File: src/rtl/mmio_uart_tx.sv
// Memory-mapped 8N1 serial transmitter with a small byte FIFO and programmable bit divisor.
// Latency: a byte pushed into an empty FIFO while idle starts its start bit 1 clock later.
// Backpressure: none on the bus; a push into a full FIFO is dropped and sets the sticky ovf flag.
module mmio_uart_tx #(
    parameter logic [31:0] BASE        = 32'h0000_0100,
    parameter int          DEPTH       = 4,
    parameter int          DEFAULT_DIV = 16
) (
    input  logic        clk,
    input  logic        reset,
    input  logic        we,
    input  logic [31:0] a,
    input  logic [31:0] wd,
    output logic [31:0] rd,
    output logic        hit,
    output logic        tx
);
    localparam int         AW       = (DEPTH > 1) ? $clog2(DEPTH) : 1;
    localparam logic [4:0] FULL_CNT = 5'(DEPTH);
    localparam logic [15:0] DIV_RST = 16'(DEFAULT_DIV);

    typedef enum logic [1:0] {IDLE, START, DATA, STOP} state_t;

    state_t        state;
    logic [15:0]   div_q;
    logic [15:0]   cnt;
    logic [2:0]    idx;
    logic [7:0]    shreg;
    logic [7:0]    mem [DEPTH];
    logic [AW-1:0] wptr;
    logic [AW-1:0] rptr;
    logic [4:0]    count;
    logic          ovf;

    logic          full;
    logic          empty;
    logic          busy;
    logic          push_req;
    logic          push;
    logic          pop;
    logic          bit_end;
    logic          stat_wr;
    logic          div_wr;
    logic [15:0]   reload;
    logic [2:0]    nxt_idx;
    logic          unused_bits;

    assign hit      = (a[31:4] == BASE[31:4]);
    assign full     = (count == FULL_CNT);
    assign empty    = (count == 5'd0);
    assign busy     = (state != IDLE);
    assign push_req = we & hit & (a[3:2] == 2'd0);
    assign push     = push_req & ~full;
    assign stat_wr  = we & hit & (a[3:2] == 2'd1);
    assign div_wr   = we & hit & (a[3:2] == 2'd2);
    assign bit_end  = (cnt == 16'd0);
    assign reload   = div_q - 16'd1;
    assign nxt_idx  = idx + 3'd1;
    // The FSM pops whenever it is ready for a new frame and a byte is waiting.
    assign pop      = ~empty & ((state == IDLE) | ((state == STOP) & bit_end));
    assign unused_bits = ^{a[1:0], wd[31:16]};

    always_comb begin
        rd = '0;
        if (hit) begin
            case (a[3:2])
                2'd1:    rd = {23'd0, count, ovf, empty, full, busy};
                2'd2:    rd = {16'd0, div_q};
                default: rd = '0;
            endcase
        end
    end

    always_ff @(posedge clk) begin
        if (push && !reset) begin
            mem[wptr] <= wd[7:0];
        end
    end

    always_ff @(posedge clk) begin
        if (reset) begin
            wptr  <= '0;
            rptr  <= '0;
            count <= '0;
            ovf   <= 1'b0;
            div_q <= DIV_RST;
        end else begin
            if (push) begin
                wptr <= wptr + 1'b1;
            end
            if (pop) begin
                rptr <= rptr + 1'b1;
            end
            case ({push, pop})
                2'b10:   count <= count + 5'd1;
                2'b01:   count <= count - 5'd1;
                default: count <= count;
            endcase
            // An overflow on this edge beats a software clear on the same edge.
            if (push_req && full) begin
                ovf <= 1'b1;
            end else if (stat_wr && wd[3]) begin
                ovf <= 1'b0;
            end
            if (div_wr) begin
                div_q <= (wd[15:0] == 16'd0) ? 16'd1 : wd[15:0];
            end
        end
    end

    always_ff @(posedge clk) begin
        if (reset) begin
            state <= IDLE;
            tx    <= 1'b1;
            cnt   <= '0;
            idx   <= '0;
            shreg <= '0;
        end else begin
            case (state)
                IDLE: begin
                    if (!empty) begin
                        state <= START;
                        shreg <= mem[rptr];
                        tx    <= 1'b0;
                        cnt   <= reload;
                    end
                end
                START: begin
                    if (!bit_end) begin
                        cnt <= cnt - 16'd1;
                    end else begin
                        state <= DATA;
                        idx   <= 3'd0;
                        tx    <= shreg[0];
                        cnt   <= reload;
                    end
                end
                DATA: begin
                    if (!bit_end) begin
                        cnt <= cnt - 16'd1;
                    end else if (idx == 3'd7) begin
                        state <= STOP;
                        tx    <= 1'b1;
                        cnt   <= reload;
                    end else begin
                        idx <= nxt_idx;
                        tx  <= shreg[nxt_idx];
                        cnt <= reload;
                    end
                end
                STOP: begin
                    if (!bit_end) begin
                        cnt <= cnt - 16'd1;
                    end else if (!empty) begin
                        state <= START;
                        shreg <= mem[rptr];
                        tx    <= 1'b0;
                        cnt   <= reload;
                    end else begin
                        state <= IDLE;
                    end
                end
                default: begin
                    state <= IDLE;
                    tx    <= 1'b1;
                end
            endcase
        end
    end
endmodule
File: config.mk
export PLATFORM = sky130hd
export DESIGN_NAME = mmio_uart_tx
export DESIGN_NICKNAME = d
export VERILOG_FILES = /design/src/rtl/mmio_uart_tx.sv
export SDC_FILE = /design/constraint.sdc
export NUM_CORES = 1
export LEC_CHECK = 0
export ABC_AREA = 1
export BUFFER_PORTS_ARGS = -buffer_cell sky130_fd_sc_hd__buf_2
export CORE_ASPECT_RATIO = 0.5
export CORE_MARGIN = 1
export CORE_UTILIZATION = 40
export CTS_BUF_LIST = sky130_fd_sc_hd__clkbuf_16
export DETAILED_ROUTE_END_ITERATION = 10
export PLACE_DENSITY = 0.61
export SYNTH_ARGS = -nofsm -noshare
export SYNTH_HDL_FRONTEND = slang
export SYNTH_SLANG_ARGS = --single-unit
File: constraint.sdc
create_clock -name clk -period 5.06 [get_ports clk]
set_clock_uncertainty 0.05 [all_clocks]
set_input_delay 1.012 -clock clk [delete_from_list [all_inputs] [get_ports clk]]
set_output_delay 1.012 -clock clk [all_outputs]
set_load 0.01 [all_outputs]
## Yosys cells after proc, flatten, opt, wreduce, memory -nomap -nowiden

Memory sizes are Yosys's and may differ from the RTL's. A register that Yosys moved wholly into a read port is not among the register bits.
Index checks and enable logic that the tools add are counted.
W data, S select, Z words.

- $add $sub $neg: 7
- Multiply operators: 0
- Divide/modulo/power cells: 0
- Magnitude comparators: 1
- Eq/ne operators: 16
- Shifts and indexed selects: 0
- Multiplexer cells: 36
- Bitwise logic cells: 10
- Reductions and logical operators: 19

Operators by type and width:

| kind | number |
|---|---|
| $mux W16 | 5 |
| $pmux W16 S3 | 1 |
| $logic_not A16 Y1 | 2 |
| $pmux W16 S2 | 1 |
| $sub A16 B1 Y16 const B | 2 |
| $eq A28 B5 Y1 const B | 1 |
| $mux W8 | 2 |
| $pmux W8 S2 | 1 |
| $mux W2 | 7 |
| $ne A2 B2 Y1 const B | 6 |
| $mux W1 | 11 |
| $pmux W5 S2 | 1 |
| $reduce_bool A2 Y1 | 5 |
| $mux W3 | 3 |
| $eq A2 B2 Y1 const B | 4 |
| $pmux W2 S4 | 1 |
| $and A1 B1 Y1 | 7 |
| $eq A2 B1 Y1 const B | 3 |
| $pmux W3 S2 | 1 |
| $add A5 B1 Y5 const B | 1 |
| $eq A5 B3 Y1 const B | 1 |
| $logic_not A5 Y1 | 1 |
| $reduce_and A5 Y1 | 1 |
| $sub A5 B1 Y5 const B | 1 |
| other kinds (15) | 20 |

- Register bits: 56
- Latch bits: 0
- Bits in writable memories: 32
- Memory bits (read-only): 0
- Input bits: 67
- Output and inout port bits: 34
- Logic and storage cells: 100
- Memories: 1

Memories:

| name | words | width | read ports | clocked after Yosys merged registers in | write ports | RTL line | RTL |
|---|---|---|---|---|---|---|---|
| mem | 4 | 8 | 1 | 1 | 1 | 29 | `logic [7:0] mem [DEPTH];` |

## Longest topological paths before layout

Gate-level depths: netlist of run 1.

- Depth after elaboration: 7
- Gate-level depth with buffers: 20
- Depth with buffers taken out: 19

## Worst setup path before layout of run 1

No wires, ideal clock.

- Path kind: input to register
- Start: in a[27]
- End: reg count[4]
- Library setup time: 71 ps
- Arrival: 3164 ps
- Data required time: 4939 ps
- Slack: 1775 ps
- Cell stages on the path: 20
- Path buffers: 1
- Cells stage by stage: nor2_1 -> nand2_1 -> nor2_1 -> nand2_1 -> nor2_4 -> nand2_1 -> nor2_4 -> nand2_2 -> ha_1 -> buf_2 -> nand2_1 -> inv_1 -> nor2_1 -> ha_1 -> a21o_1 -> nand2_1 -> o22ai_1 -> xor2_1 -> nand2_1 -> a21oi_1

- Cells in the longest elaborated chain, start to end: 6
- Elaborated cells on any way between the ends: 8
- Classes of those cells: 3 x eq/ne; 1 x mux; 3 x bitwise; 1 x reduce/logical

Ends and longest elaborated chain:

| what | RTL line | RTL |
|---|---|---|
| from (decl) | 12 | `input logic [31:0] a,` |
| $eq A28 B5 Y1 (*) | 48 | `assign hit = (a[31:4] == BASE[31:4]);` |
| via hit | 15 | `output logic hit,` |
| $and A1 B1 Y1 (*) (2 in series) | 52 | `assign push_req = we & hit & (a[3:2] == 2'd0);` |
| $and A1 B1 Y1 (*) | 53 | `assign push = push_req & ~full;` |
| $eq A2 B1 Y1 or $eq A2 B2 Y1 (tied branches) | 94 | `case ({push, pop})` |
| $pmux W5 S2 or $reduce_bool A2 Y1 (tied branches) | n/a |  |
| to (signal assigned) | 95 | `2'b10: count <= count + 5'd1;` |
| to (signal assigned) | 96 | `2'b01: count <= count - 5'd1;` |
| to (signal assigned) | 97 | `default: count <= count;` |
| to (decl) | 32 | `logic [4:0] count;` |

The timed path passes the listed nets; every way through them passes the cells marked *.
A chain may end at the register's enable or synchronous reset.

## Worst setup path after layout of run 1

- Start: in a[17]
- End: out rd[3]

- Cells in the longest elaborated chain, start to end: 2

Ends and longest elaborated chain:

| what | RTL line | RTL |
|---|---|---|
| $eq A28 B5 Y1 | 48 |  |
| $mux W16 | 65 | `if (hit) begin` |
| to (decl) | 14 | `output logic [31:0] rd,` |

No other way between the ends.

==> results of run 1 <==
## through the flow
step                      instance area, µm²  utilization  setup WS (ps)  total power [µW]  instances
final                                   6480        0.468           1680              3300       1070
after floorplan                         5870            -           1770              2280        841
after CTS                               6480        0.468           1670              3310       1070
after global placement                  6170        0.446           1430              2590       1054
after global routing                    6480        0.468           1460              3580       1070
after detailed placement                6170        0.446           1380              2610       1054
## sequential cells by signal, indices dropped and copies added, names as in the netlist, named ones only
signal	count
div_q	16
wptr	2
ovf	1
rptr	2
cnt	16
count	5
state	2
mem	32
shreg	8
tx	1
idx	3
## worst paths after layout
kind / to / startpoint / cells past startpoint
min reg2reg: tx / tx / 2
max reg2reg: count[4] / count[1] / 15
min: tx / tx / 2
max: rd[3] / a[17] / 9
## synthesized netlist by cell type (10+ instances only)
cell type | n | share of area
nand2_1 | 215 | 0.14
nor2_1 | 111 | 0.072
inv_1 | 69 | 0.045
nand3_1 | 66 | 0.057
dfxtp_1 | 58 | 0.20
o21ai_0 | 51 | 0.044
a21oi_1 | 46 | 0.040
edfxtp_1 | 32 | 0.17
ha_1 | 20 | 0.043
buf_4 | 18 | 0.023
clkbuf_1 | 16 | 0.010
xor2_1 | 14 | 0.021
nor2_2 | 10 | 0.011
## critical path: cells and delay by family
kind,cells,cell delay (ps)
AO/OA/AOI/OAI,1,250
buffers and inverters,2,260
AND/OR/NAND/NOR,6,780
## layout make-up
class | count | area, µm² | share of cell area
multi-input combinational | 629 | 3190 | 0.493
sequential | 90 | 2120 | 0.328
timing repair buffer | 66 | 330 | 0.0510
inverter | 77 | 289 | 0.0446
tap | 192 | 240 | 0.0371
clock buffer | 9 | 225 | 0.0348
clock inverter | 7 | 78.8 | 0.0122
## cell families after synthesis
group / Yosys count / synth area share
other: 1 / 0.000645
adders and majority gates: 20 / 0.0430
AOI/OAI and AO/OA: 134 / 0.135
xor gates and xnor gates: 18 / 0.0271
buffers and inverters: 122 / 0.0954
and+or+nand+nor: 440 / 0.332
DFF: 90 / 0.365
muxes: 1 / 0.00172
## per-layer routing
metal / vias up / global-route usage / share of wire
li1: 2760 / - / -
met1: 2430 / 0.272 / 0.49
met2: 133 / 0.332 / 0.45
met3: 19 / 0.0382 / 0.048
met4: 0 / 0.0676 / 0.017
met5: - / 0 / 0
## power by group through the flow
stage	combinational [µW]	clock, µW	sequential (µW)
final	1610	683	1010
after CTS	1600	696	1000
after detailed placement	1590	0	1020
after floorplan	1310	0	972
after global routing	1820	728	1030
after global placement	1570	0	1020
## placed cells by master (no fill, tap or decap), types with 3 or more instances in the layout
cell type,Yosys,final
nand3_2,3,3
dfxtp_1,58,58
nor4_1,4,4
inv_8,0,4
ha_1,20,20
nor2_4,7,7
conb_1,1,16
a21oi_1,46,46
nor3_1,8,8
inv_2,7,7
nand2_1,215,215
nor3b_2,5,5
o211ai_1,3,3
nand3_1,66,66
a31oi_1,8,8
a211oi_2,5,5
o21ai_1,6,6
xnor2_1,4,4
inv_1,69,69
clkbuf_16,0,9
buf_2,5,66
o21ai_0,51,51
edfxtp_1,32,32
a22oi_1,3,3
xor2_1,14,14
nor2_1,111,111
nor2_2,10,10
==> metrics.yaml, run 1 <==
grt:
  grt_pass1_wl_um: 23700
  grt_usage: 0.204
  grt_pass1_vias: 4792
  grt_max_degree: 32
  overflow: 0
  antenna_found_initial: 0
power_and_ir_drop:
  ir_drop_v: 0.000190
  p_clk_frac: 0.207
  p_seq_frac: 0.305
  p_sw_frac: 0.465
  leakage_uw: 0.00281
  p_per_area_nw_per_um2: 510
  pwr-share-comb: 0.488
  internal_power_uw: 1770
  power.switching_uw: 1530
setup_path:
  critical_path_class: "primary input to output port"
  slowest_delay_ps: 260
  path_cells: "buf_2, nor2_1, nand2_1, nor2_1, nand2_1, nor2_4, nand2_1, a21oi_1, buf_2"
  crit_top_cell: "nand2_1"
  slowest_stage: "nand2_1"
  critPathArrivalTime_ps: 2320
  ff2ff_setup_slack_ps: 1810
  worst_ep_required_time_ps: 4000
  end_kind: "output port"
  start_kind: "primary input"
  worstPathMaxFanout: 9
timing:
  slew_headroom: 0.328
  post-route-period-util: 0.667
  worst_pin_slew_ps: 1010
  fmax_mhz: 296
  drv_slew: 0
  hold_slack_ps: 419
  hold_viol: 0
  setup_viol: 0
  period_needed_ps: 3380
  rsz0062_at_grt: "false"
  tns_ps: 0
cts:
  cts_tree: "built"
  cts_max_level: 3
  clkSinkCount: 90
  cts_buffers: 9
  cts_resized: 0
  worstSkewPairLatency_ps: 350
  cts_setup_buffers: 0
  clockBufferDepth: 2
  path_clk_slew_ps: 70
  hold_buffers: 0
  clock-root-buffer: "clkbuf_16"
cells_and_area:
  antenna_cells: 0
  fin_nets: 960
  drive_above_1_share: 0.148
  fill_cells: 1400
  syn_to_final_growth_pct: 11.5
placed_design:
  hpwl_um: 10800
  place_congestion: 0.873
  portBuffers: 66
floorplan:
  core_area_um2: 13900
  dieArea_um2: 15000
  initial_utilization: 0.420
  rows: 30
  io_pins: 101
  die_h_um: 87.2
  fp.dieW_um: 172
routing:
  drc: 0
  first_iter_violations: 336
  firstDrtPassIters: 5
  routed_via_density: 4.99
  ant_nets: 0
  wl_per_cell_um: 13.6
  vias: 5342
  wl_um: 14500
hold_path:
  hold_path.class: "flip-flop to flip-flop"
yosys:
  synth-seq-cells: 90
  yosysSeqAreaShare: 0.365
  ys.flop_type: "dfxtp_1"
  async_flop_share: 0
  netlist_area_um2: 5810
  ys_types: 49
  synth_area_per_cell_um2: 7.04
  synth_warnings: 0
  synth-edff-count: 32
  synth_cells: 826
job:
  cap_violations: 0
run_status:
  status: "completed"
Note: power is estimated with default switching activity, not from simulation.
==> run 2, diff against run 1 <==
PLACE_DENSITY = 0.64   (was 0.61)
clock period = 3.1 ns   (was 5.06 ns; I/O delays follow)
==> run 2 against run 1 <==
Net effect: sequential cell count is the same; core utilization grew 0.85 points; combinational power grew 70%; via count grew 0.69%; non-clock buffer count grew 16; setup slack lost 1300 ps; die area is the same; critical path depth grew 1; worst hold slack lost 4.3 ps; sequential power grew 60%; power grew 65%; critical path type unchanged.
==> metrics.yaml, run 2 (same netlist as run 1, synthesis figures left out) <==
run_status:
  status: "completed"
cts:
  hold_buffers: 0
  cts_setup_buffers: 0
  clockBufferDepth: 2
  worstSkewPairLatency_ps: 360
  cts_buffers: 9
  clkSinkCount: 90
  clock-root-buffer: "clkbuf_16"
  path_clk_slew_ps: 70
  cts_tree: "built"
  cts_resized: 0
  cts_max_level: 3
placed_design:
  portBuffers: 66
  dpl_cell_area_um2: 6290
  post-place-ws_ps: 79.3
  hpwl_um: 11000
  place_congestion: 0.877
timing:
  setup_viol: 0
  hold_viol: 0
  worst_pin_slew_ps: 615
  drv_slew: 0
  worst_slack_ps: 379
  tns_ps: 0
  fmax_mhz: 367
  hold_slack_ps: 414
  post-route-period-util: 0.878
  rsz0062_at_grt: "false"
  slew_headroom: 0.590
  period_needed_ps: 2720
cells_and_area:
  layout_common_cells: "215 x nand2_1, 111 x nor2_1, 69 x inv_1"
  fin_nets: 976
  multi_input_comb_area_um2: 3190
  drive_above_1_share: 0.163
  fin_util: 0.476
  regMostFlops: "mem"
  stdcell_area_um2: 6600
  reg.largest.list: "mem (32), cnt (16), div_q (16)"
  final_common_cell: "nand2_1"
  largest_reg_flops: 32
  syn_to_final_growth_pct: 13.5
  seq_area_um2: 2120
  fill_cells: 1405
  antenna_cells: 0
power_and_ir_drop:
  leakage_uw: 0.00289
  ir_drop_v: 0.000332
  p_per_area_nw_per_um2: 828
floorplan:
  fp.dieW_um: 172
  initial_utilization: 0.420
  core_area_um2: 13900
  dieArea_um2: 15000
  rows: 30
  io_pins: 101
  die_h_um: 87.2
setup_path:
  worst_ep_required_time_ps: 2430
  end_kind: "output port"
  worstPathMaxFanout: 9
  slowest_stage: "a21oi_1"
  rr_endpoint: "count[4]"
  ff2ff_setup_slack_ps: 400
  path_cells: "buf_2, nor2_1, nand3b_1, nor2_1, nand2_1, nor2_4, buf_4, nand2_1, a21oi_1, buf_2"
  path_delay_family: "simple AND/OR/NAND/NOR gates"
  start_kind: "primary input"
  worst-path-buf-inv: 3
  r2r-start: "cnt[0]"
  reg2reg_depth: 16
  critPathArrivalTime_ps: 2050
  slowest_delay_ps: 260
  critical_path_class: "primary input to output port"
routing:
  wl_um: 14700
  vias: 5379
  ant_nets: 0
  routed_via_density: 4.95
  firstDrtPassIters: 4
  wl_per_cell_um: 13.6
  first_iter_violations: 351
  drc: 0
grt:
  overflow: 0
  grt_pass1_wl_um: 24000
  met2_usage: 0.334
  grt.met1_usage: 0.278
  met3_usage: 0.0359
  grt_usage: 0.207
  grt_pass1_vias: 4865
  grt_max_degree: 31
  antenna_found_initial: 0
  gr-max-usage-layer: "met2"
job:
  cap_violations: 0
hold_path:
  worstHoldEndpoint: "tx"
  hold_path.class: "flip-flop to flip-flop"
  min_from: "tx"
  holdPathStages: 2
==> run 2: cell count changes in the layout (fill, tap and decap cells not counted), sizes merged <==
| cell | delta |
|---|---|
| buf | +16 |
==> run 2: stage by stage <==
stage	total power (µW)	std cells
4_1_cts	5470	1086
3_5_place_dp	4340	1070
2_1_floorplan	3730	841
6_report	5460	1086
5_1_grt	5930	1086
3_3_place_gp	4290	1070
==> run 2: routing by layer <==
layer	vias up	routed length, µm	part of all wire
met2	133	6730	0.46
met1	2438	7090	0.48
li1	2789	-	-
met5	-	0	0
met3	19	660	0.045
met4	0	243	0.016
==> run 2: how the worst max path moves through the flow <==
stage | from | endpoint | slack [ps] | cells past startpoint
final | a[11] | rd[4] | 380 | 10
after global routing | a[5] | count[4] | 60 | 20
after detailed placement | a[11] | count[4] | 80 | 20
after CTS | a[11] | rd[4] | 390 | 10
after floorplan | a[27] | count[4] | 210 | 20
after global placement | a[11] | count[4] | 180 | 20
==> run 2: area by class of cell <==
cell class	count	area share
multi-input combinational	629	0.484
sequential	90	0.322
timing repair buffer	82	0.0683
inverter	77	0.0438
tap	192	0.0364
clock buffer	9	0.0341
clock inverter	7	0.0116
==> run 2: where the power goes <==
part	internal [µW]	switching [µW]	leakage, µW	total, µW
sequential	1420	203	0.000763	1620
combinational	952	1770	0.00198	2730
clock	574	541	0.000149	1110
total	2940	2520	0.00289	5460
==> run 2: tightest hold or removal path, cell delays in order, from the launching register on <==
cell,delay (ps)
dfxtp_1,320
a21oi_1,60
nand2_1,50
==> run 3, diff against run 2 <==
==> constraint.sdc (replaced) <==
create_clock -name clk -period 3.1 [get_ports clk]
set_clock_uncertainty 0.05 [all_clocks]
set_input_delay 0.31 -clock clk [delete_from_list [all_inputs] [get_ports clk]]
set_output_delay 0.31 -clock clk [all_outputs]
set_load 0.01 [all_outputs]
==> run 3 against run 2 <==
Net effect: power decreased by 0.76%; maximum frequency shrank 1.7%; critical path depth grew 6; core utilization down 0.22 points; register-to-register slack worse by 70 ps.
==> metrics.yaml, run 3 (same netlist as run 1, synthesis figures left out) <==
routing:
  vias: 5307
  drc: 0
  first_iter_violations: 227
  wl_per_cell_um: 13.3
  routed_via_density: 4.90
  wl_um: 14300
  firstDrtPassIters: 5
  ant_nets: 0
setup_path:
  worstPathMaxFanout: 6
  start_kind: "flip-flop"
  critPathArrivalTime_ps: 3000
  end_kind: "flip-flop"
  critical_path_class: "flip-flop to flip-flop"
  worst_ep_required_time_ps: 3330
placed_design:
  portBuffers: 66
  hpwl_um: 10800
  place_congestion: 0.911
timing:
  post-route-period-util: 0.893
  drv_slew: 0
  rsz0062_at_grt: "false"
  fmax_mhz: 361
  period_needed_ps: 2770
  tns_ps: 0
  slew_headroom: 0.360
  worst_pin_slew_ps: 959
  hold_viol: 0
  setup_viol: 0
cells_and_area:
  layout_common_cells: "215 x nand2_1, 111 x nor2_1, 69 x inv_1"
  largest_reg_flops: 32
  fin_util: 0.474
  regMostFlops: "mem"
  fin_nets: 972
  antenna_cells: 0
  final_common_cell: "nand2_1"
  syn_to_final_growth_pct: 13.0
  drive_above_1_share: 0.160
  reg.largest.list: "mem (32), cnt (16), div_q (16)"
cts:
  clock-root-buffer: "clkbuf_16"
  cts_tree: "built"
  worstSkewPairLatency_ps: 350
  cts_buffers: 9
  cts_setup_buffers: 0
  cts_resized: 0
  clkSinkCount: 90
  hold_buffers: 0
  path_clk_slew_ps: 70
  clockBufferDepth: 2
  cts_max_level: 3
run_status:
  status: "completed"
grt:
  grt_usage: 0.201
  antenna_found_initial: 0
  overflow: 0
  grt_pass1_wl_um: 23500
  grt_pass1_vias: 4739
  grt_max_degree: 31
floorplan:
  core_area_um2: 13900
  io_pins: 101
  die_h_um: 87.2
  fp.dieW_um: 172
  initial_utilization: 0.420
  dieArea_um2: 15000
  rows: 30
power_and_ir_drop:
  p_per_area_nw_per_um2: 825
  leakage_uw: 0.00287
  ir_drop_v: 0.000287
job:
  cap_violations: 0
hold_path:
  hold_path.class: "primary input to flip-flop"
## run 3: cell count changes in the layout (fill, tap and decap cells not counted), sizes merged
cell / before / now
buf: 82 / 78
## run 3: layout make-up
cell class / count / area [µm²]
clock inverter: 7 / 76.3
inverter: 77 / 289
timing repair buffer: 78 / 420
tap: 192 / 240
fill: 1379 / 7280
clock buffer: 9 / 225
sequential: 90 / 2120
multi-input combinational: 629 / 3190
## run 3: worst paths after layout
check / startpoint / end / slack [ps] / depth (start not counted)
setup / recovery: cnt[0] / count[4] / 330 / 16
hold / removal: wd[11] / div_q[11] / 170 / 3
setup reg to reg: cnt[0] / count[4] / 330 / 16
hold reg to reg: idx[2] / idx[2] / 420 / 2
## run 3: where the power goes
part | switching (µW) | leakage (µW) | internal [µW] | total, µW
logic | 1740 | 0.00196 | 935 | 2680
clock network | 548 | 0.000149 | 574 | 1120
registers | 203 | 0.000763 | 1420 | 1620
total | 2490 | 0.00287 | 2930 | 5420
## run 3: through the flow
step	total power (µW)	area, µm²	instances	hold WS [ps]	worst slack (ps)
after floorplan	3730	5870	841	359	517
final	5420	6570	1082	171	332
after detailed placement	4300	6260	1066	407	241
after global routing	5890	6570	1082	168	57.2
after global placement	4270	6260	1066	397	318
after CTS	5430	6570	1082	158	322
## run 3: worst max-delay path, cell delays in order (launching register included)
cell     delay (ps)
dfxtp_1         300
inv_1           160
ha_1            240
nand3_1         100
nor2_1          120
nand2_2         100
o22ai_2         230
ha_1            370
nor2_1           70
nor2_1          140
ha_1            160
a21o_1          120
nand2_1          60
o22ai_1         150
xor2_1          160
nand2_1          60
a21oi_1         110
## run 3: routing by layer
metal | up-vias | wire [µm] | track usage
li1 | 2794 | - | -
met1 | 2374 | 6970 | 0.275
met2 | 127 | 6650 | 0.328
met3 | 12 | 602 | 0.0350
met4 | 0 | 122 | 0.0515
met5 | - | 0 | 0
